### config.mk
export PLATFORM = sky130hd
export DESIGN_NAME = rx_smi_stream_arbiter_flat
export DESIGN_NICKNAME = d
export VERILOG_FILES = /design/src/rtl/rx_smi_stream_arbiter_if.sv /design/src/rtl/rx_smi_stream_arbiter.sv /design/src/flat_wrapper.sv
export SDC_FILE = /design/constraint.sdc
export NUM_CORES = 1
export LEC_CHECK = 0
export ABC_AREA = 1
export CORE_ASPECT_RATIO = 1.75
export CORE_MARGIN = 2
export CORE_UTILIZATION = 30
export DETAILED_ROUTE_END_ITERATION = 6
export HOLD_SLACK_MARGIN = 0.1
export PLACE_DENSITY = 0.63
export SETUP_SLACK_MARGIN = 0.15
export SYNTH_ARGS = -nofsm -noshare
export SYNTH_HDL_FRONTEND = slang
export SYNTH_SLANG_ARGS = --single-unit
export TNS_END_PERCENT = 5
### constraint.sdc
create_clock -name i_sys_clk -period 1.7 [get_ports i_sys_clk]
set_input_delay 0.34 -clock i_sys_clk [delete_from_list [all_inputs] [get_ports i_sys_clk]]
set_output_delay 0.34 -clock i_sys_clk [all_outputs]
set_load 0.05 [all_outputs]
### src/rtl/rx_smi_stream_arbiter_if.sv
// Stream bundle for the RX SMI arbiter: the two sample-FIFO read ports and the
// byte-wide output stream towards the SMI read path.
interface rx_smi_stream_arbiter_if;
    logic        fifo_09_empty;
    logic        fifo_09_pull;
    logic [31:0] fifo_09_pulled_data;
    logic        fifo_24_empty;
    logic        fifo_24_pull;
    logic [31:0] fifo_24_pulled_data;
    logic [7:0]  byte_data;
    logic        byte_valid;
    logic        byte_ready;
    logic        byte_first;
    logic        channel;

    modport master (
        input  fifo_09_empty, fifo_09_pulled_data,
        input  fifo_24_empty, fifo_24_pulled_data,
        input  byte_ready,
        output fifo_09_pull, fifo_24_pull,
        output byte_data, byte_valid, byte_first, channel
    );

    modport slave (
        output fifo_09_empty, fifo_09_pulled_data,
        output fifo_24_empty, fifo_24_pulled_data,
        output byte_ready,
        input  fifo_09_pull, fifo_24_pull,
        input  byte_data, byte_valid, byte_first, channel
    );
endinterface

### src/rtl/rx_smi_stream_arbiter.sv
// Arbitrates between the 0.9 GHz and 2.4 GHz RX FIFOs and serializes each
// pulled 32-bit word MSB-first into four bytes on a valid/ready stream.
module rx_smi_stream_arbiter #(
    parameter int BURST_WORDS = 4,
    parameter int CNT_W       = 16
) (
    input  logic                          i_sys_clk,
    input  logic                          i_rst_b,
    input  logic [1:0]                    i_mode,
    rx_smi_stream_arbiter_if.master       smi,
    output logic                          o_busy,
    output logic [CNT_W-1:0]              o_words_09,
    output logic [CNT_W-1:0]              o_words_24
);
    typedef enum logic [1:0] {IDLE, PULL, LATCH, SEND} state_t;

    localparam logic [7:0] BURST_MAX = 8'(BURST_WORDS);

    state_t      state;
    state_t      state_next;
    logic        chan;
    logic        last_ch;
    logic [7:0]  burst_cnt;
    logic [31:0] shift;
    logic [1:0]  byte_idx;
    logic        grant;
    logic        grant_ch;
    logic        grant_restart;
    logic        cur_empty;
    logic        oth_empty;

    assign cur_empty = last_ch ? smi.fifo_24_empty : smi.fifo_09_empty;
    assign oth_empty = last_ch ? smi.fifo_09_empty : smi.fifo_24_empty;

    // A burst count of 0 means no burst is in progress on last_ch (only true
    // after reset), so interleaving opens on the channel opposite last_ch.
    always_comb begin
        grant         = 1'b0;
        grant_ch      = last_ch;
        grant_restart = 1'b0;
        case (i_mode)
            2'b01: begin
                if (!smi.fifo_09_empty) begin
                    grant         = 1'b1;
                    grant_ch      = 1'b0;
                    grant_restart = (last_ch != 1'b0);
                end
            end
            2'b10: begin
                if (!smi.fifo_24_empty) begin
                    grant         = 1'b1;
                    grant_ch      = 1'b1;
                    grant_restart = (last_ch != 1'b1);
                end
            end
            2'b11: begin
                if (!cur_empty && burst_cnt != 8'd0 && burst_cnt < BURST_MAX) begin
                    grant    = 1'b1;
                    grant_ch = last_ch;
                end else if (!oth_empty) begin
                    grant         = 1'b1;
                    grant_ch      = ~last_ch;
                    grant_restart = 1'b1;
                end else if (!cur_empty) begin
                    grant         = 1'b1;
                    grant_ch      = last_ch;
                    grant_restart = 1'b1;
                end
            end
            default: ;
        endcase
    end

    always_ff @(posedge i_sys_clk) begin
        if (!i_rst_b) begin
            state <= IDLE;
        end else begin
            state <= state_next;
        end
    end

    always_comb begin
        state_next       = state;
        smi.fifo_09_pull = 1'b0;
        smi.fifo_24_pull = 1'b0;
        smi.byte_valid   = 1'b0;
        smi.byte_first   = 1'b0;
        case (state)
            IDLE: begin
                if (grant) begin
                    state_next = PULL;
                end
            end
            PULL: begin
                smi.fifo_09_pull = ~chan;
                smi.fifo_24_pull = chan;
                state_next       = LATCH;
            end
            LATCH: begin
                state_next = SEND;
            end
            SEND: begin
                smi.byte_valid = 1'b1;
                smi.byte_first = (byte_idx == 2'd0);
                if (smi.byte_ready && byte_idx == 2'd3) begin
                    state_next = IDLE;
                end
            end
            default: state_next = IDLE;
        endcase
    end

    assign smi.byte_data = shift[31:24];
    assign smi.channel   = chan;
    assign o_busy        = (state != IDLE);

    // Grant bookkeeping, word capture, byte shifting and the statistics counters.
    always_ff @(posedge i_sys_clk) begin
        if (!i_rst_b) begin
            chan       <= 1'b0;
            last_ch    <= 1'b1;
            burst_cnt  <= 8'd0;
            shift      <= 32'd0;
            byte_idx   <= 2'd0;
            o_words_09 <= '0;
            o_words_24 <= '0;
        end else begin
            case (state)
                IDLE: begin
                    if (grant) begin
                        chan    <= grant_ch;
                        last_ch <= grant_ch;
                        if (grant_restart) begin
                            burst_cnt <= 8'd0;
                        end
                    end
                end
                LATCH: begin
                    shift    <= chan ? smi.fifo_24_pulled_data : smi.fifo_09_pulled_data;
                    byte_idx <= 2'd0;
                end
                SEND: begin
                    if (smi.byte_ready) begin
                        shift    <= {shift[23:0], 8'h00};
                        byte_idx <= byte_idx + 2'd1;
                        if (byte_idx == 2'd3) begin
                            if (chan) begin
                                o_words_24 <= o_words_24 + 1'b1;
                            end else begin
                                o_words_09 <= o_words_09 + 1'b1;
                            end
                            if (burst_cnt < BURST_MAX) begin
                                burst_cnt <= burst_cnt + 8'd1;
                            end
                        end
                    end
                end
                default: ;
            endcase
        end
    end
endmodule
### src/flat_wrapper.sv
// flat-port wrapper written by rule: the top's interface ports become plain ports
module rx_smi_stream_arbiter_flat 
#(
    parameter int BURST_WORDS = 4,
    parameter int CNT_W       = 16
)
  (i_sys_clk, i_rst_b, i_mode, o_busy, o_words_09, o_words_24, smi_fifo_09_empty, smi_fifo_09_pulled_data, smi_fifo_24_empty, smi_fifo_24_pulled_data, smi_byte_ready, smi_fifo_09_pull, smi_fifo_24_pull, smi_byte_data, smi_byte_valid, smi_byte_first, smi_channel);
  rx_smi_stream_arbiter_if smi_i ();
  input  logic i_sys_clk;
  input  logic i_rst_b;
  input  logic [1:0] i_mode;
  output logic o_busy;
  output logic [CNT_W-1:0] o_words_09;
  output logic [CNT_W-1:0] o_words_24;
  input wire logic [$bits(smi_i.fifo_09_empty)-1:0] smi_fifo_09_empty;
  input wire logic [$bits(smi_i.fifo_09_pulled_data)-1:0] smi_fifo_09_pulled_data;
  input wire logic [$bits(smi_i.fifo_24_empty)-1:0] smi_fifo_24_empty;
  input wire logic [$bits(smi_i.fifo_24_pulled_data)-1:0] smi_fifo_24_pulled_data;
  input wire logic [$bits(smi_i.byte_ready)-1:0] smi_byte_ready;
  output wire logic [$bits(smi_i.fifo_09_pull)-1:0] smi_fifo_09_pull;
  output wire logic [$bits(smi_i.fifo_24_pull)-1:0] smi_fifo_24_pull;
  output wire logic [$bits(smi_i.byte_data)-1:0] smi_byte_data;
  output wire logic [$bits(smi_i.byte_valid)-1:0] smi_byte_valid;
  output wire logic [$bits(smi_i.byte_first)-1:0] smi_byte_first;
  output wire logic [$bits(smi_i.channel)-1:0] smi_channel;
  assign smi_i.fifo_09_empty = smi_fifo_09_empty;
  assign smi_i.fifo_09_pulled_data = smi_fifo_09_pulled_data;
  assign smi_i.fifo_24_empty = smi_fifo_24_empty;
  assign smi_i.fifo_24_pulled_data = smi_fifo_24_pulled_data;
  assign smi_i.byte_ready = smi_byte_ready;
  assign smi_fifo_09_pull = smi_i.fifo_09_pull;
  assign smi_fifo_24_pull = smi_i.fifo_24_pull;
  assign smi_byte_data = smi_i.byte_data;
  assign smi_byte_valid = smi_i.byte_valid;
  assign smi_byte_first = smi_i.byte_first;
  assign smi_channel = smi_i.channel;
  rx_smi_stream_arbiter #(.BURST_WORDS(BURST_WORDS), .CNT_W(CNT_W)) u_core (.i_sys_clk(i_sys_clk), .i_rst_b(i_rst_b), .i_mode(i_mode), .smi(smi_i), .o_busy(o_busy), .o_words_09(o_words_09), .o_words_24(o_words_24));
endmodule
==> impl_metrics.env <==
export IMPL_routed_wirelength_um=12300
export IMPL_fin_skew_ns=0.00579
export IMPL_synth_seq_cells=78
export IMPL_hp_class="register to register"
export IMPL_fp_coreArea_um2=13400
export IMPL_io_buffers=116
export IMPL_multi_input_area_um2=2360
export IMPL_dp_hpwl_um=8840
export IMPL_pre_cts_slack_ns=-0.144
export IMPL_die_area_um2=14700
export IMPL_ioPinCount=117
export IMPL_tightest_slew_ns=0.392
export IMPL_fp_row_count=56
export IMPL_synthCells=614
export IMPL_grtUsageTotal=0.165
export IMPL_synth_edff_count=0
export IMPL_cp_startpoint="u_core.state[1]"
export IMPL_regToRegEndpoint="u_core.o_words_24[11]"
export IMPL_power_leakage_nw=2.64
export IMPL_grt_max_degree=52
export IMPL_synth_simple_area_share=0.319
export IMPL_wire_per_inst_um=13.4
export IMPL_reg2regPathDepth=12
export IMPL_most_common_layout_cells="nand2_1 (147), dfxtp_1 (70), clkdlybuf4s50_1 (67)"
export IMPL_cp_data_arrival_time_ns=1.34
export IMPL_top_layer="met4"
export IMPL_wl_met1_um=4830
export IMPL_synth_area_um2=4120
export IMPL_hold_viol=0
export IMPL_slew_headroom=0.737
export IMPL_vdd_drop_max_mv=0.667
export IMPL_via_per_inst=4.77
export IMPL_r2r_start="u_core.state[1]"
export IMPL_critical_path_required_ns=1.36
export IMPL_fp_dieW_um=92.6
export IMPL_finalNetCount=821
export IMPL_tritoncts="built"
export IMPL_drt_iter0_markers=164
export IMPL_ys_seq_area_frac=0.379
export IMPL_met2_length_um=6710
export IMPL_synth_compound_area_share=0.166
export IMPL_regToRegSetupSlack_ns=0.08
export IMPL_synth_top_family_by_area="simple AND/OR/NAND/NOR gates"
export IMPL_clkPwrFrac=0.286
export IMPL_cts_sinks=78
export IMPL_p_sw_frac=0.370
export IMPL_synth_xor_area_frac=0.0191
export IMPL_layout_setup_ws_ns=0.0219
export IMPL_area_delta_synth_final_pct=49.0
export IMPL_cts_buffers=9
export IMPL_firstDrtPassIters=7
export IMPL_p_switching_mw=2.88
export IMPL_grt_pass1_wl_um=19500
export IMPL_fin_util=0.459
export IMPL_finalCritPeriodShare=0.987
export IMPL_dr_total_vias=4387
export IMPL_timing_fmax_mhz=596
export IMPL_synthMuxAreaShare=0
export IMPL_cp_start_kind="register"
export IMPL_ys_types=34
export IMPL_fin_hold_ws_ns=0.436
export IMPL_avgSynthCellArea_um2=6.71
export IMPL_ys_warn_count=0
export IMPL_end_kind="output port"
export IMPL_cts_max_level=3
export IMPL_async_flop_share=0
export IMPL_syn_nets=695
export IMPL_dr_wl_met3_um=529
export IMPL_power_mw=7.78
export IMPL_ant_nets=0
export IMPL_final_seq_area_um2=1570
export IMPL_status="completed"
export IMPL_clockBufferDepth=2
export IMPL_yosys_area_share_adder=0.0304
export IMPL_clkTransAtPathRegs_ns=0.06
export IMPL_nFillCells=1344
export IMPL_rsz0062_at_grt="true"
export IMPL_slew_violations=0
export IMPL_critPathKind="register to output port"
export IMPL_clk_latency_ns=0.34
export IMPL_maxCapViolCount=0
export IMPL_crit_end="smi_byte_first"
export IMPL_p_per_area_nw_per_um2=1270
export IMPL_die_y_um=159
export IMPL_floorplan_initialDensity=0.308
export IMPL_grt_overflow_total=0
export IMPL_cp_max_fo=4
export IMPL_seqPwrFrac=0.308
export IMPL_clockRootBuffer="clkbuf_16"
export IMPL_post_route_min_period_ns=1.68
export IMPL_grt_pass1_vias=4163
export IMPL_synthFlopType="dfxtp_1"
export IMPL_drive_gt1_frac=0.201
export IMPL_min_delay_start="u_core.burst_cnt[3]"
export IMPL_drcViolationCount=0
export IMPL_combPwrFrac=0.406
export IMPL_p_int_mw=4.90
export IMPL_gp_congestion=0.875
export IMPL_mostFrequentLayoutCell="nand2_1"
export IMPL_antenna_found_initial=0
export IMPL_diodes=0
export IMPL_setup_violations_final=0
==> metal layers <==
layer | up-vias | track usage
met2 | 110 | 0.313
met4 | 0 | 0.0590
met1 | 2015 | 0.171
met3 | 13 | 0.0379
li1 | 2249 | -
met5 | - | 0
==> registers in the layout, indices dropped and copies added, names as in the netlist <==
signal	cells
u_core.burst_cnt	8
u_core.byte_idx	2
u_core.last_ch	1
u_core.o_words_09	16
u_core.o_words_24	16
u_core.shift	32
u_core.smi.channel	1
u_core.state	2
==> critical path: stages (launching register included) <==
cell     delay (ns)
dfxtp_2        0.33
buf_6          0.12
ha_4           0.18
buf_4          0.15
nand2_2        0.05
inv_2          0.04
buf_12         0.14
==> cells by family after synthesis <==
group / after synthesis
AND/OR/NAND/NOR: 298
AO/OA/AOI/OAI: 135
buffers and inverters: 84
flip-flops: 78
adder cells (fa/ha/maj): 10
XOR/XNOR: 9
==> power groups by stage <==
stage	registers (mW)	clock network (mW)	logic, mW
CTS	2.39	2.28	3.05
finish	2.40	2.22	3.16
detailed placement	2.41	0	2.89
floorplan	2.37	0	1.97
global route	2.43	2.37	3.48
global placement	2.41	0	2.82
==> metrics by stage <==
stage	std cells	cell area [µm²]	setup TNS (ns)
2_1_floorplan	614	4160	0
3_3_place_gp	895	5560	-1.91
3_5_place_dp	895	5560	-3.75
4_1_cts	913	5960	0
5_1_grt	919	6140	-0.0844
6_report	919	6140	0
==> cell usage after synthesis, drive strengths merged (2+ instances only) <==
cell      n  area share
a211oi    2      0.0036
a21oi    61       0.074
and3      2      0.0030
buf      11       0.018
clkbuf   22       0.020
clkinv    2      0.0030
dfxtp    78        0.38
ha       10       0.030
inv      49       0.045
nand2   157        0.15
nand3    50       0.068
nand4     5      0.0076
nor2     73       0.080
nor3      8      0.0097
o21ai    70       0.085
xnor2     4      0.0085
xor2      5       0.011
==> timing repair <==
item / in CTS / in global routing
setup buffers: 2 / 6
endpoints found under the setup margin: 17 / 76
hold buffers: 0 / 0
pin swaps: 1 / 15
gates resized for setup: 23 / 35
==> worst min path at each step <==
stage	endpoint	cells after the start
after global routing	u_core.burst_cnt[5]	2
final	u_core.burst_cnt[3]	2
after CTS	u_core.burst_cnt[3]	2
after floorplan	u_core.burst_cnt[3]	2
after global placement	u_core.burst_cnt[3]	2
after detailed placement	u_core.burst_cnt[3]	2
==> area by class of cell <==
class | instances | area share
inverters | 51 | 0.0343
well taps | 174 | 0.0355
flip-flops and latches | 78 | 0.256
multi-input cells | 452 | 0.384
clock inverters | 7 | 0.0198
repair buffers | 148 | 0.233
clock buffers | 9 | 0.0367
Note: power is estimated with default switching activity, not from simulation.
